--- src/rtl/keccak_padder_576.sv ---
// Message front end for the 576-bit-rate Keccak core: packs 64-bit words into rate
// blocks, inserts the domain byte and pad10*1, and double-buffers toward the permutation.
module keccak_padder_576 #(
   parameter logic [7:0] DOMAIN = 8'h06
) (
   input  logic         clk_i,
   input  logic         rst_b_i,
   input  logic [63:0]  in_i,
   input  logic         in_ready_i,
   input  logic         is_last_i,
   input  logic [2:0]   byte_num_i,
   output logic         buffer_full_o,
   output logic [575:0] out_o,
   output logic         out_ready_o,
   output logic         out_last_o,
   input  logic         f_ack_i
);

   localparam int unsigned WORD_W    = 64;
   localparam int unsigned RATE_W    = 576;
   localparam int unsigned NSLOT     = 9;
   localparam int unsigned CNT_W     = 4;
   localparam int unsigned LAST_SLOT = 8;

   logic [RATE_W-1:0] blk_q, blk_d;
   logic [CNT_W-1:0]  wcnt_q, wcnt_d;
   logic              full_q, full_d;
   logic              blk_last_q, blk_last_d;
   logic [RATE_W-1:0] out_q, out_d;
   logic              out_ready_q, out_ready_d;
   logic              out_last_q, out_last_d;

   logic [WORD_W-1:0] pad_word;
   logic              accept;
   logic              xfer;

   assign accept = in_ready_i & ~full_q;
   assign xfer   = full_q & (~out_ready_q | f_ack_i);

   // Final word: valid message bytes, then the domain byte, then zeros.
   always_comb begin
      pad_word = '0;
      for (int unsigned b = 0; b < 8; b++) begin
         if (b < 32'(byte_num_i)) begin
            pad_word[WORD_W-1-8*b -: 8] = in_i[WORD_W-1-8*b -: 8];
         end else if (b == 32'(byte_num_i)) begin
            pad_word[WORD_W-1-8*b -: 8] = DOMAIN;
         end
      end
   end

   always_comb begin
      blk_d       = blk_q;
      wcnt_d      = wcnt_q;
      full_d      = full_q;
      blk_last_d  = blk_last_q;
      out_d       = out_q;
      out_ready_d = out_ready_q;
      out_last_d  = out_last_q;

      // Hand the assembled block to the output register, or retire an acked one.
      if (xfer) begin
         out_d       = blk_q;
         out_ready_d = 1'b1;
         out_last_d  = blk_last_q;
         full_d      = 1'b0;
         blk_last_d  = 1'b0;
         blk_d       = '0;
      end else if (f_ack_i && out_ready_q) begin
         out_ready_d = 1'b0;
         out_last_d  = 1'b0;
      end

      // accept and xfer are exclusive: both depend on full_q with opposite polarity.
      if (accept) begin
         for (int unsigned k = 0; k < NSLOT; k++) begin
            if (CNT_W'(k) == wcnt_q) begin
               blk_d[RATE_W-1-WORD_W*k -: WORD_W] = is_last_i ? pad_word : in_i;
            end else if (is_last_i && (CNT_W'(k) > wcnt_q)) begin
               blk_d[RATE_W-1-WORD_W*k -: WORD_W] = '0;
            end
         end
         if (is_last_i) begin
            blk_d[7:0] = blk_d[7:0] | 8'h80;
            full_d     = 1'b1;
            blk_last_d = 1'b1;
            wcnt_d     = '0;
         end else if (wcnt_q == CNT_W'(LAST_SLOT)) begin
            full_d = 1'b1;
            wcnt_d = '0;
         end else begin
            wcnt_d = wcnt_q + CNT_W'(1);
         end
      end
   end

   always_ff @(posedge clk_i) begin
      if (!rst_b_i) begin
         blk_q       <= '0;
         wcnt_q      <= '0;
         full_q      <= 1'b0;
         blk_last_q  <= 1'b0;
         out_q       <= '0;
         out_ready_q <= 1'b0;
         out_last_q  <= 1'b0;
      end else begin
         blk_q       <= blk_d;
         wcnt_q      <= wcnt_d;
         full_q      <= full_d;
         blk_last_q  <= blk_last_d;
         out_q       <= out_d;
         out_ready_q <= out_ready_d;
         out_last_q  <= out_last_d;
      end
   end

   assign buffer_full_o = full_q;
   assign out_o         = out_q;
   assign out_ready_o   = out_ready_q;
   assign out_last_o    = out_last_q;

endmodule

--- config.mk ---
export PLATFORM = sky130hd
export DESIGN_NAME = keccak_padder_576
export DESIGN_NICKNAME = d
export VERILOG_FILES = /design/src/rtl/keccak_padder_576.sv
export SDC_FILE = /design/constraint.sdc
export NUM_CORES = 2
export LEC_CHECK = 0
export ABC_AREA = 1
export BUFFER_PORTS_ARGS = -buffer_cell sky130_fd_sc_hd__buf_2
export CAP_MARGIN = 40
export CORE_MARGIN = 10
export CORE_UTILIZATION = 52
export DETAILED_ROUTE_END_ITERATION = 10
export PLACE_DENSITY_LB_ADDON = 0.2
export SLEW_MARGIN = 20
export SYNTH_ARGS = -nofsm -noshare
export SYNTH_HDL_FRONTEND = slang
export SYNTH_SLANG_ARGS = --single-unit
--- constraint.sdc ---
create_clock -name clk_i -period 2.85 [get_ports clk_i]
set_clock_uncertainty 0.15 [all_clocks]
set_input_delay 0.7125 -clock clk_i [delete_from_list [all_inputs] [get_ports clk_i]]
set_output_delay 0.7125 -clock clk_i [all_outputs]
set_load 0.005 [all_outputs]
Word level (Yosys, flattened, before mapping):

Index checks and enable logic that the tools add are counted.

* register bits after elaboration: 1160
* output and inout bits: 579

* magnitude comparators: 16
* equal/unequal tests: 16
* bitwise gates (word level): 5
* multiplexer cells: 49
* $add $sub $neg: 1
* reductions and logical operators: 13

Operator list (count)
* 64-bit 2-to-1 mux: 19
* 576-bit 2-to-1 mux: 2
* 8-bit 2-to-1 mux: 8
* 3-bit 2-to-1 mux: 8
* 3-bit by 4-bit == test with 1-bit output, first input constant: 4
* 3-bit by 4-bit greater-than comparator with 1-bit output, first input constant: 4
* 3-bit == test, first input constant: 4
* 1-bit logical AND: 10
* 1-bit 2-to-1 mux: 10
* 3-bit < comparator, first input constant: 3
* 2-bit by 4-bit == test with 1-bit output, first input constant: 2
* 1-bit by 4-bit greater-than comparator with 1-bit output, first input constant: 2
* 2-bit by 4-bit greater-than comparator with 1-bit output, first input constant: 2
* 4-bit 2-to-1 mux: 2
* 2-bit by 3-bit == test with 1-bit output, first input constant: 2
* 1-bit by 3-bit < comparator with 1-bit output, first input constant: 2
* 2-bit by 3-bit < comparator with 1-bit output, first input constant: 2
* 4-bit by 1-bit adder with 4-bit output, second input constant: 1
* 1-bit by 4-bit == test with 1-bit output, first input constant: 1
* 4-bit == test, first input constant: 1
* 4-bit == test, second input constant: 1
* 4-bit greater-than comparator, first input constant: 1
* 4-bit zero test: 1
* 1-bit by 3-bit == test with 1-bit output, first input constant: 1
* 5 further kinds: 7

Logic depth before layout (Yosys ltp):

* depth in word-level cells: 8
* gate-level depth with buffers: 9
* gate-level depth less buffers: 8

Worst setup path before layout:

Ideal clock, no wire load.

* path kind: input port to flip-flop
* from: input port byte_num_i[2]
* to: register blk_q[184]
* setup time: 132 ps
* buffers on the path: 1
* slack: 761 ps
* arrival: 1807 ps
* data required time: 2568 ps
* cell stages on the path: 7
* cell sequence: buf_2 nor2_1 nand2_1 nor2_1 nor2_1 nand2_1 a21oi_1

* cells in the longest elaborated chain, start to end: 5

RTL lines
* start, declared: line 11 `input logic [2:0] byte_num_i,`
* 1-bit by 3-bit < comparator with 1-bit output: line 44 `if (b < 32'(byte_num_i)) begin`
* 8-bit 2-to-1 mux: line 44
* 64-bit 2-to-1 mux: line 78 `blk_d[RATE_W-1-WORD_W*k -: WORD_W] = is_last_i ? pad_word : in_i;`
* 64-bit 2-to-1 mux: line 77 `if (CNT_W'(k) == wcnt_q) begin`
* 576-bit 2-to-1 mux: line 75 `if (accept) begin`
* end signal, assigned: line 107 `blk_q <= blk_d;`
* end, declared: line 25 `logic [RATE_W-1:0] blk_q, blk_d;`

Every way passes these cells.
A chain may end at the register's enable or synchronous reset.

Worst setup path after layout:

* from: register full_q (netlist: buffer_full_o)
* to: register blk_q[70]

* cells in the longest elaborated chain, start to end: 5
* elaborated cells on any way between the ends: 7
* those cells by class: mux (4); bitwise (3)

RTL lines
* start, declared: line 27 `logic full_q, full_d;`
* start signal, assigned: line 109 `full_q <= full_d;`
* 1-bit AND: line 38 `assign xfer = full_q & (~out_ready_q | f_ack_i);`
* 576-bit 2-to-1 mux: line 62 `if (xfer) begin`
* 64-bit 2-to-1 mux: line 79 `end else if (is_last_i && (CNT_W'(k) > wcnt_q)) begin`
* 64-bit 2-to-1 mux: line 77
* 576-bit 2-to-1 mux (*): line 75

Every way passes the cells marked *; elsewhere a longest branch is shown, timed or not.

==> flow_summary.json <==
{
  "outcome": "complete, no violations",
  "ys.flop_type": "dfxtp_1",
  "synth_top_area_cell": "dfxtp_1",
  "maxSlewHeadroom": 0.405,
  "clock_latency_ns": 0.69,
  "syn_inst": 5325,
  "cts.sinks": 1160,
  "cts_tree": "yes",
  "cts_hold_buf": 0,
  "syn_nets": 5401,
  "leakage_nw": 20.3,
  "synth_common_cells": "1160 x dfxtp_1, 1160 x nor2_1, 639 x o21ai_0, 602 x nand2_1, 600 x a21oi_1",
  "worst_pin_slew_ns": 0.883,
  "fmax_ghz": 0.421,
  "vias_per_cell": 5.79,
  "critPathKind": "reg -> reg",
  "port-buffer-count": 650,
  "grt_antenna_before_repair": 18,
  "fp.dieW_um": 302,
  "globalplace.congestion": 0.950,
  "async_flop_share": 0,
  "post_cts_resized": 0,
  "period_needed_ns": 2.38,
  "fin_crit_sh": 0.834,
  "first_pass_iters": 6,
  "grt_usage": 0.346,
  "slowest_stage": "nor2_1",
  "core_mm2": 0.0790,
  "yosysWarnings": 0,
  "hold_viol_final": 0,
  "cts_buffer_depth": 3,
  "p_per_area_mw_per_mm2": 724,
  "critPathRequiredTime_ns": 3.31,
  "drtIter0Drc": 5075,
  "nFillCells": 7017,
  "critPathBufInv": 2,
  "ant_nets": 0,
  "postCtsSetupRepairBufs": 0,
  "grt_pass1_vias": 36500,
  "drive_gt1_frac": 0.179,
  "vias": 40300,
  "worstHoldPathType": "in -> reg",
  "crit_path_max_incr_delay_ns": 0.64,
  "grt_max_degree": 142,
  "synth_top_area_frac": 0.560,
  "cts_root_buffer": "clkbuf_16",
  "postSynthAreaPerCell_um2": 7.78,
  "numCtsBuffers": 115,
  "grt_pass1_wl_mm": 239,
  "ys_seq_area_frac": 0.560,
  "die_height_um": 302,
  "drc": 0,
  "initial_core_util": 0.525,
  "setup_viol_count_final": 0,
  "area_growth_syn_to_layout_pct": 21.6,
  "wl_mm": 167,
  "htree_levels": 3,
  "finalCoreUtilization": 0.638,
  "cp_max_fo": 22,
  "fin_setup_tns_ns": 0,
  "syn_area_mm2": 0.0414,
  "grt.overflow.total": 0,
  "ir_drop_mv": 0.581,
  "maxCapViolCount": 0,
  "crit_family": "simple AND/OR/NAND/NOR gates",
  "cp.arrival_ns": 2.84,
  "cp-start-kind": "flop",
  "path_cells": "inv_2 > nand2_2 > buf_4 > nor2_1 > nand2_1 > a21oi_1",
  "synth_edf_count": 0,
  "stdcell_area_mm2": 0.0504,
  "endpoint_kind": "flop",
  "ioPinCount": 651,
  "rows": 103,
  "fin_nets": 5886,
  "synth-seq-cells": 1160,
  "grt_setup_unrepaired": "false",
  "wl_per_cell_um": 23.9,
  "slew_viol_final": 0,
  "path_clk_slew_ns": 0.06,
  "synth.area.top_cells": "dfxtp_1 56%, nor2_1 11%, o21ai_0 7.7%",
  "dieArea_mm2": 0.0914,
  "ys_types": 24,
  "dp_hpwl_mm": 110,
  "placed_cell_area_mm2": 0.0464
}
-- placed cells by master (no fill, tap or decap), types with 2 or more instances in the layout --
master,Yosys,layout
buf_8,0,2
buf_2,90,650
inv_6,0,2
nand4_1,80,80
nand2_2,1,5
nor2_2,4,23
clkbuf_1,330,25
nor3_1,13,12
inv_2,4,3
o21ai_1,16,13
clkbuf_8,0,21
nor2_1,1160,1133
o211a_1,2,2
nand3_4,0,3
inv_1,108,108
bufinv_16,0,14
buf_12,0,58
diode_2,0,6
o21ai_0,639,639
nand2_1,602,597
a21oi_1,600,600
nand3_1,471,468
clkinv_2,0,27
a21oi_4,0,2
ha_1,4,4
buf_4,0,111
nor2_4,0,8
o21ai_4,0,2
clkbuf_16,0,115
clkinvlp_4,0,4
dfxtp_1,1160,1160
-- layer usage --
metal  routed length, µm  part of all wire  vias to the layer above  GRT usage
met2               73300              0.44                     2276      0.523
met5                  24           0.00014                        -          0
met4               11100             0.067                        4      0.215
met1               61500              0.37                    19100      0.434
met3               20700              0.12                      401     0.0942
li1                    -                 -                    18500          -
-- cell families (layout without fill, tap and decap cells) --
| group | Yosys count | after routing | share of synthesized area |
|---|---|---|---|
| AO/OA/AOI/OAI | 1262 | 1262 | 0.153 |
| adder cells (fa/ha/maj) | 4 | 4 | 0.00121 |
| buffers and inverters | 566 | 1145 | 0.0540 |
| flip-flops | 1160 | 1160 | 0.560 |
| AND/OR/NAND/NOR | 2333 | 2333 | 0.231 |
| other | 0 | 6 | 0 |
-- metrics by stage --
stage          total power, mW  setup slack (ns)  instances  hold WS, ns
2_1_floorplan             19.1             0.761       5325        0.275
3_3_place_gp              20.9             0.249       6740        0.284
3_5_place_dp              21.0             0.250       6743        0.288
4_1_cts                   36.4             0.556       6954        0.146
5_1_grt                   37.5             0.386       6958        0.176
6_report                  36.5             0.473       6960        0.167
-- worst paths after layout --
path | from | end | slack, ns | cells past startpoint
max | buffer_full_o$_SDFF_PN0_ | blk_q[70]$_SDFF_PN0_ | 0.47 | 6
min | in_i[12] | blk_q[524]$_SDFF_PN0_ | 0.17 | 3
max reg2reg | buffer_full_o$_SDFF_PN0_ | blk_q[70]$_SDFF_PN0_ | 0.47 | 6
min reg2reg | blk_q[520]$_SDFF_PN0_ | out_o[520]$_SDFFE_PN0P_ | 0.30 | 2
-- layout make-up --
cell class | count | area [µm²] | area share
inverters | 113 | 432 | 0.00857
clock buffers | 161 | 3260 | 0.0647
multi-input cells | 3599 | 16200 | 0.321
clock inverters | 50 | 669 | 0.0133
well taps | 1050 | 1310 | 0.0261
repair buffers | 821 | 5280 | 0.105
diodes | 6 | 15.0 | 0.000298
flip-flops and latches | 1160 | 23200 | 0.461
-- worst register-to-register path: cells and delay by family, from the launching register on --
family,cells,cell delay (ns)
AND/OR/NAND/NOR,3,1.14
flip-flops,1,0.38
buffers and inverters,2,0.46
AO/OA/AOI/OAI,1,0.17
-- state kept, by name, indices dropped and copies added (netlist names) --
name and flops:
wcnt_q 4, out_o 576, buffer_full_o 1, out_ready_o 1, out_last_o 1, blk_last_q 1
blk_q 576
-- power breakdown --
group | switching, mW | leakage, nW | internal (mW)
combinational | 2.49 | 8.90 | 1.09
sequential | 0.345 | 9.42 | 16.8
clock | 6.54 | 1.94 | 9.24
total | 9.37 | 20.3 | 27.1
Note: power is estimated with default switching activity, not from simulation.
